`config.mk`:
```
export PLATFORM = sky130hd
export DESIGN_NAME = id_ex_forward_stage
export DESIGN_NICKNAME = d
export VERILOG_FILES = /design/src/rtl/id_ex_forward_stage_pkg.sv /design/src/rtl/id_ex_forward_stage_forward_unit.sv /design/src/rtl/id_ex_forward_stage.sv
export SDC_FILE = /design/constraint.sdc
export NUM_CORES = 1
export LEC_CHECK = 0
export BUFFER_PORTS_ARGS = -buffer_cell sky130_fd_sc_hd__buf_2
export CORE_AREA = 3 3 219 221
export CTS_CLUSTER_SIZE = 8
export DETAILED_ROUTE_END_ITERATION = 6
export DIE_AREA = 0 0 222 224
export RECOVER_POWER = 50
export SETUP_SLACK_MARGIN = 0.5
export SLEW_MARGIN = 20
export SYNTH_ARGS = -nofsm -noshare
export SYNTH_HDL_FRONTEND = slang
export SYNTH_SLANG_ARGS = --single-unit
```
`constraint.sdc`:
```
create_clock -name clk -period 1.6 [get_ports clk]
set_input_delay 0 -clock clk [delete_from_list [all_inputs] [get_ports clk]]
set_output_delay 0 -clock clk [all_outputs]
set_load 0.005 [all_outputs]
```
`src/rtl/id_ex_forward_stage_pkg.sv`:
```
// Shared definitions for the ID/EX stage register and its operand forwarding.
// ALU opcodes, ex_ctrl bit positions and the forward-source select encoding.
package id_ex_forward_stage_pkg;

    localparam logic [3:0] ALU_AND = 4'b0000;
    localparam logic [3:0] ALU_OR  = 4'b0001;
    localparam logic [3:0] ALU_ADD = 4'b0010;
    localparam logic [3:0] ALU_SUB = 4'b0110;
    localparam logic [3:0] ALU_NOR = 4'b1100;

    // ex_ctrl = {alu_src, mem_read, mem_write, reg_write, mem_to_reg, branch}
    localparam int CTRL_ALU_SRC    = 5;
    localparam int CTRL_MEM_READ   = 4;
    localparam int CTRL_MEM_WRITE  = 3;
    localparam int CTRL_REG_WRITE  = 2;
    localparam int CTRL_MEM_TO_REG = 1;
    localparam int CTRL_BRANCH     = 0;
    localparam int CTRL_W          = 6;

    typedef enum logic [1:0] {
        FWD_RF    = 2'b00,
        FWD_EXMEM = 2'b01,
        FWD_MEMWB = 2'b10
    } fwd_sel_t;

endpackage

```
`src/rtl/id_ex_forward_stage_forward_unit.sv`:
```
// Per-operand forwarding mux: picks the youngest in-flight producer of rs,
// falling back to the captured register-file value. x0 is never forwarded.
module forward_unit
    import id_ex_forward_stage_pkg::*;
#(
    parameter int XLEN = 64,
    parameter int REGW = 5
) (
    input  logic [REGW-1:0] rs,
    input  logic [XLEN-1:0] rf_data,
    input  logic [REGW-1:0] exmem_rd,
    input  logic            exmem_reg_write,
    input  logic [XLEN-1:0] exmem_result,
    input  logic [REGW-1:0] memwb_rd,
    input  logic            memwb_reg_write,
    input  logic [XLEN-1:0] memwb_wb_data,
    output logic [XLEN-1:0] data
);

    fwd_sel_t sel;

    // EX/MEM is checked first so the younger result wins on a double match.
    always_comb begin
        sel = FWD_RF;
        if (exmem_reg_write && (exmem_rd != '0) && (exmem_rd == rs)) begin
            sel = FWD_EXMEM;
        end else if (memwb_reg_write && (memwb_rd != '0) && (memwb_rd == rs)) begin
            sel = FWD_MEMWB;
        end
    end

    always_comb begin
        data = rf_data;
        case (sel)
            FWD_EXMEM: data = exmem_result;
            FWD_MEMWB: data = memwb_wb_data;
            default:   data = rf_data;
        endcase
    end

endmodule

```
`src/rtl/id_ex_forward_stage.sv`:
```
// ID/EX pipeline register with load-use stall detection, flush, and
// EX/MEM + MEM/WB operand forwarding into the ALU and store-data paths.
module id_ex_forward_stage
    import id_ex_forward_stage_pkg::*;
#(
    parameter int XLEN = 64,
    parameter int REGW = 5
) (
    input  logic            clk,
    input  logic            reset_n,
    input  logic            id_valid,
    input  logic [REGW-1:0] id_rs1,
    input  logic [REGW-1:0] id_rs2,
    input  logic [REGW-1:0] id_rd,
    input  logic [XLEN-1:0] id_rs1_data,
    input  logic [XLEN-1:0] id_rs2_data,
    input  logic [XLEN-1:0] id_imm,
    input  logic [3:0]      id_alu_op,
    input  logic [5:0]      id_ctrl,
    input  logic            flush,
    input  logic [REGW-1:0] exmem_rd,
    input  logic            exmem_reg_write,
    input  logic [XLEN-1:0] exmem_result,
    input  logic [REGW-1:0] memwb_rd,
    input  logic            memwb_reg_write,
    input  logic [XLEN-1:0] memwb_wb_data,
    output logic            stall_if_id,
    output logic            ex_valid,
    output logic [XLEN-1:0] alu_a,
    output logic [XLEN-1:0] alu_b,
    output logic [3:0]      alu_op,
    output logic [XLEN-1:0] ex_store_data,
    output logic [REGW-1:0] ex_rd,
    output logic [5:0]      ex_ctrl
);

    logic [REGW-1:0] ex_rs1;
    logic [REGW-1:0] ex_rs2;
    logic [XLEN-1:0] ex_rs1_data;
    logic [XLEN-1:0] ex_rs2_data;
    logic [XLEN-1:0] ex_imm;
    logic [XLEN-1:0] fwd_rs1;
    logic [XLEN-1:0] fwd_rs2;
    logic            load_bubble;

    // Handshake: id_valid marks a decode-stage instruction; stall_if_id is the
    // backpressure. While stall_if_id=1 the instruction is not consumed and the
    // decoder must present it unchanged on the next cycle.
    always_comb begin
        stall_if_id = id_valid && ex_valid && ex_ctrl[CTRL_MEM_READ] &&
                      (ex_rd != '0) && ((ex_rd == id_rs1) || (ex_rd == id_rs2));
    end

    assign load_bubble = !reset_n || flush || stall_if_id || !id_valid;

    // Bubbles also clear the source indices so a bubble never triggers forwarding.
    always_ff @(posedge clk) begin
        if (load_bubble) begin
            ex_valid    <= 1'b0;
            ex_ctrl     <= '0;
            ex_rd       <= '0;
            ex_rs1      <= '0;
            ex_rs2      <= '0;
            alu_op      <= ALU_ADD;
            ex_rs1_data <= '0;
            ex_rs2_data <= '0;
            ex_imm      <= '0;
        end else begin
            ex_valid    <= 1'b1;
            ex_ctrl     <= id_ctrl;
            ex_rd       <= id_rd;
            ex_rs1      <= id_rs1;
            ex_rs2      <= id_rs2;
            alu_op      <= id_alu_op;
            ex_rs1_data <= id_rs1_data;
            ex_rs2_data <= id_rs2_data;
            ex_imm      <= id_imm;
        end
    end

    forward_unit #(.XLEN(XLEN), .REGW(REGW)) u_fwd_rs1 (
        .rs              (ex_rs1),
        .rf_data         (ex_rs1_data),
        .exmem_rd        (exmem_rd),
        .exmem_reg_write (exmem_reg_write),
        .exmem_result    (exmem_result),
        .memwb_rd        (memwb_rd),
        .memwb_reg_write (memwb_reg_write),
        .memwb_wb_data   (memwb_wb_data),
        .data            (fwd_rs1)
    );

    forward_unit #(.XLEN(XLEN), .REGW(REGW)) u_fwd_rs2 (
        .rs              (ex_rs2),
        .rf_data         (ex_rs2_data),
        .exmem_rd        (exmem_rd),
        .exmem_reg_write (exmem_reg_write),
        .exmem_result    (exmem_result),
        .memwb_rd        (memwb_rd),
        .memwb_reg_write (memwb_reg_write),
        .memwb_wb_data   (memwb_wb_data),
        .data            (fwd_rs2)
    );

    always_comb begin
        alu_a         = fwd_rs1;
        alu_b         = ex_ctrl[CTRL_ALU_SRC] ? ex_imm : fwd_rs2;
        ex_store_data = fwd_rs2;
    end

endmodule

```
==> Yosys cells after proc, flatten, opt, wreduce, memory -nomap -nowiden <==
Index checks and enable logic that the tools add are counted.
{ "totals": {"regBits": 218, "latchBits": 0, "ramBits": 0, "mem_bits_ro": 0, "inputBits": 361, "out_inout_bits": 209, "elab_cells": 46, "memories": 0} }
{ "op_classes": {"addsub": 0, "multipliers": 0, "n_div": 0, "magnitude_cmp": 0, "n_eq_ne": 10, "shift": 0, "muxes": 8, "bitwise": 0, "n_reduce_logical": 19} }
{ "ops": {"columns": ["operator", "count"], "rows": [
  ["$pmux W64 S2", 2],
  ["$mux W64", 1],
  ["$eq A5 B5 Y1", 6],
  ["$reduce_bool A5 Y1", 3],
  ["$logic_and A1 B1 Y1", 10],
  ["$mux W2", 4],
  ["$eq A2 B1 Y1 const B", 2],
  ["$eq A2 B2 Y1 const B", 2],
  ["$logic_or A1 B1 Y1", 4],
  ["$logic_not A1 Y1", 2],
  ["$mux W1", 1]
]} }

==> Logic depth before layout (Yosys ltp) <==
{ "logic_depth": {"word_depth": 8, "depth_mapped": 8, "mapped_depth_nobuf": 5} }

==> By module <==
Synthesis repeated with hierarchy kept, for this count alone.
{ "unflattened": {"hier_cells": 1536, "hier_area_um2": 13789.5} }
{ "by_module_without_submodules": {"columns": ["mod", "instances", "cells_per_inst", "area_each_um2", "seq_area_each_um2"], "rows": [
  ["id_ex_forward_stage", 1, 842, 8044.0, 4364.2],
  ["forward_unit", 2, 347, 2872.8, 0.0]
]} }

==> Worst setup path before layout <==
No wires, ideal clock.
{ "synth_path": {"kind": "reg-to-output", "from": "reg ex_rs2[1]", "to": "out alu_b[38]", "arrival_time_ps": 1821, "t_required_ps": 1600, "slack_ps": -221, "path_stages_with_launch": 8, "path_buffers": 2, "path_cell_list": "dfxtp_1 > xnor2_1 > nand4_2 > clkbuf_1 > clkbuf_1 > or3_1 > a31oi_1 > mux2_2"} }
{ "synth_between": {"elab_chain_len": 7, "word_cells_on_any_way": 10, "cone_classes": "eq/ne: 4; mux: 4; reduce/logical: 2"} }
{ "synth_lines": {"columns": ["item", "line", "source"], "rows": [
  ["from (decl)", "id_ex_forward_stage.sv:38", "logic [REGW-1:0] ex_rs2;"],
  ["from (signal assigned)", "id_ex_forward_stage.sv:73", "ex_rs2 <= id_rs2;"],
  ["$eq A5 B5 Y1", "id_ex_forward_stage_forward_unit.sv:27", "end else if (memwb_reg_write && (memwb_rd != '0) && (memwb_rd == rs)) begin"],
  ["$logic_and A1 B1 Y1", "id_ex_forward_stage_forward_unit.sv:27", null],
  ["$mux W2", "id_ex_forward_stage_forward_unit.sv:27", null],
  ["$mux W2 (*)", "id_ex_forward_stage_forward_unit.sv:25", "if (exmem_reg_write && (exmem_rd != '0) && (exmem_rd == rs)) begin"],
  ["$eq A2 B2 Y1 or $eq A2 B1 Y1 (tied branches)", "id_ex_forward_stage_forward_unit.sv:34", "case (sel)"],
  ["$pmux W64 S2 (*)", "id_ex_forward_stage_forward_unit.sv:34", null],
  ["via ex_store_data[38]", "id_ex_forward_stage.sv:32", "output logic [XLEN-1:0] ex_store_data,"],
  ["$mux W64 (*)", "id_ex_forward_stage.sv:107", "alu_b = ex_ctrl[CTRL_ALU_SRC] ? ex_imm : fwd_rs2;"],
  ["to (decl)", "id_ex_forward_stage.sv:30", "output logic [XLEN-1:0] alu_b,"]
]} }
Mark *: on every way through the listed nets, which the timed path passes. The rest lies on a longest branch.

==> Worst setup path in the final report <==
{ "layout_path": {"from": "reg ex_rs2[4]", "to": "out alu_b[7]"} }
{ "layout_between": {"elab_chain_len": 7, "word_cells_on_any_way": 10, "cone_classes": "eq/ne: 4; mux: 4; reduce/logical: 2"} }
{ "layout_lines": {"columns": ["item", "line"], "rows": [
  ["$eq A5 B5 Y1", "id_ex_forward_stage_forward_unit.sv:27"],
  ["$logic_and A1 B1 Y1", "id_ex_forward_stage_forward_unit.sv:27"],
  ["$mux W2", "id_ex_forward_stage_forward_unit.sv:27"],
  ["$mux W2 (*)", "id_ex_forward_stage_forward_unit.sv:25"],
  ["$eq A2 B2 Y1 or $eq A2 B1 Y1 (tied branches)", "id_ex_forward_stage_forward_unit.sv:34"],
  ["$pmux W64 S2 (*)", "id_ex_forward_stage_forward_unit.sv:34"],
  ["$mux W64 (*)", "id_ex_forward_stage.sv:107"]
]} }
Mark *: on every way between the ends. The rest lies on a longest branch, timed or not.

==> flow_summary.toml <==
[sta]
fmax_ghz = 0.391
min_period_over_period_pct = 160
setup_viol = 412
setup_slack_ns = -0.956
tightest_slew_ns = 0.662
rsz0062_at_grt = "yes"
period_needed_ns = 2.56
finalHoldViolations = 0
maxSlewHeadroom_pct = 55.9
finalMaxSlewViolations = 0
fin_worst_skew_ns = 0.0312

[setup_path]
crit_slowest_cell = "or3_1"
crit_cells = 8
reg2regPathDepth = 10
arrival_ns = 2.56
crit_required_ns = 1.60
cp-end-kind = "output pin"
setup.worst_path.start_class = "flip-flop"
cp_slowest_stage_delay_ns = 0.38
critPathTopFamily = "simple AND/OR/NAND/NOR gates"
crit_fanout = 56
path_class = "flip-flop to output pin"
crit_chain = "xnor2_2 > nand4_4 > buf_12 > or3_1 > a31oi_1 > buf_4 > mux2_2 > buf_2"
path_buf_inv = 3

[clock_tree]
cts_root_buf = "clkbuf_16"
clkLatencyLatePin_ns = 0.58
ctsLongestPathBuffers = 3
clk_pin_slew_ns = 0.05
numCtsBuffers = 31
htree_levels = 1
cts_tree = "yes"
clkSinkCount = 218

[yosys]
avgSynthCellArea_um2 = 8.77
synth_most_common_cell = "dfxtp_1"
synth_async_sr_flop_share_pct = 0
synth_common_cells = "dfxtp_1, and2_1, nor2_1"
ys_seq_elements = 218
synth_edf_count = 0
ys.warnings.count = 0
syn_area_um2 = 10200
synth_top_area_share_pct = 42.7
syn_inst = 1165
yosys.area.top_type = "dfxtp_1"
syn-num-nets = 1526
synth_area_leaders = "dfxtp_1, and2_1, mux2_2"
yosysSeqAreaShare_pct = 42.7
synthFlopType = "dfxtp_1"
synth_cell_types = 34

[hold_path]
whs_path_depth = 3
min_path_type = "input pin to flip-flop"

[placed_design]
placed_cell_area_um2 = 15800
gp_congestion = 0.915
port_buffers = 569
place_hpwl_mm = 35.3
pre_cts_slack_ns = -0.674

[floorplan]
core-area_um2 = 46400
chipWidth_um = 222
core.rowCount = 79
die_y_um = 224
die-area_um2 = 49700
ios = 570
start_util_pct = 22.0

[global_routing]
antenna_found_initial = 4
grt_usage_pct = 20.5
grt_first_pass_wirelength_mm = 79.7
overflow = 0
grt_pass1_vias = 13800
grt_max_degree = 57

[layout]
drive_above_1_share_pct = 65.1
area_delta_synth_final_pct = 125
fin_nets = 2458
final_area_um2 = 23000

[pwr]
ir_drop_mv = 0.751
power_density_nw_per_um2 = 656
p_leak_nw = 9.93

[detailed_routing]
drt-initial-drc-count = 698
drc = 0
routed_wl_mm = 58.5
vias = 12900
vias_per_cell = 4.75
wl_per_cell_um = 21.6
postRouteAntennaNets = 0
dr.pass1.iters = 5

[status]
status = "finished with violations"
violations = "negative setup slack"

[run]
maxCapViolations = 0
## layout make-up
cell class,instances,area [um2]
fill,3828,23400
timing repair buffer,996,8570
antenna,2,5.00
clock buffer,33,793
sequential,218,4400
inverter,62,233
clock inverter,2,38.8
tap,607,759
multi-input combinational,788,8160
## worst reg2reg max path: cells and delay by family (launching register included)
kind                   cells  cell delay, ns
buffers and inverters      5            0.72
AND/OR/NAND/NOR            2            0.24
flip-flops                 1            0.35
AO/OA/AOI/OAI              2            0.22
XOR/XNOR                   1            0.18
## cells by family (layout without fill, tap and decap cells)
family                    after synthesis  count (layout)  share of synthesized area [%]
AOI/OAI and AO/OA                     200             200                           11.0
xor gates and xnor gates               30              30                           2.57
other                                   0               2                              0
DFF                                   218             218                           42.7
and+or+nand+nor                       432             432                           24.0
muxes                                 126             126                           13.1
buffers and inverters                 159            1093                           6.64
## where the power goes
group | internal (mW) | switching, mW
clock | 3.59 | 2.51
sequential | 5.58 | 0.0764
combinational | 1.90 | 1.41
## registers in the layout, indices dropped and copies added (netlist names), 4 cells and up
signal       flops
ex_rs1_data     64
ex_rs1           5
ex_rs2_data     64
ex_rs2           5
ex_rd            5
alu_op           4
ex_imm          64
ex_ctrl          6
## per-stage QoR
step / setup TNS (ns) / util (%) / hold WS [ns] / power (mW) / cells
floorplan: -2.87 / - / 0.101 / 6.60 / 1165
global placement: -49.58 / 34.2 / 0.188 / 7.75 / 2387
detailed placement: -52.97 / 34.2 / 0.191 / 7.76 / 2387
CTS: -190.08 / 45.7 / 0.114 / 14.7 / 2680
global route: -224.07 / 49.5 / 0.143 / 15.5 / 2707
finish: -195.35 / 49.5 / 0.157 / 15.1 / 2708
## layer usage
layer	part of all wire [%]	vias up	track usage, %
li1	-	5822	-
met3	7.3	189	4.57
met4	5.7	0	10.3
met5	0	-	0
met1	37	6142	22.6
met2	50	697	37.2
## path summary, 6_finish.rpt
path / startpoint / endpoint / slack [ns]
worst min-delay path: id_rs1_data[14] / ex_rs1_data[14]$_SDFF_PN0_ / 0.16
worst min register to register: ex_valid$_DFF_P_ / ex_imm[1]$_SDFF_PN0_ / 1.22
worst max-delay path: ex_rs2[4]$_SDFF_PN0_ / alu_b[7] / -0.96
worst max register to register: ex_rd[4]$_SDFF_PN0_ / ex_rs2_data[44]$_SDFF_PN0_ / -0.23
## cell usage in the layout, fill, tap and decap left out, types with 52 or more instances in the layout
cell	n
and2_4	148
a21oi_2	54
buf_6	93
dfxtp_1	203
mux2_4	52
a31oi_4	52
and2_1	69
dlygate4sd3_1	217
inv_1	62
buf_4	65
buf_2	508
## repair_timing
item,in CTS,in global routing
pin swaps,37,82
buffers inserted,19,9
endpoints found under the hold margin,217,0
resized for setup,320,333
hold buffers,217,0
gates cloned,22,17
setup endpoints to repair,418,418
(Power assumes the default switching activity.)
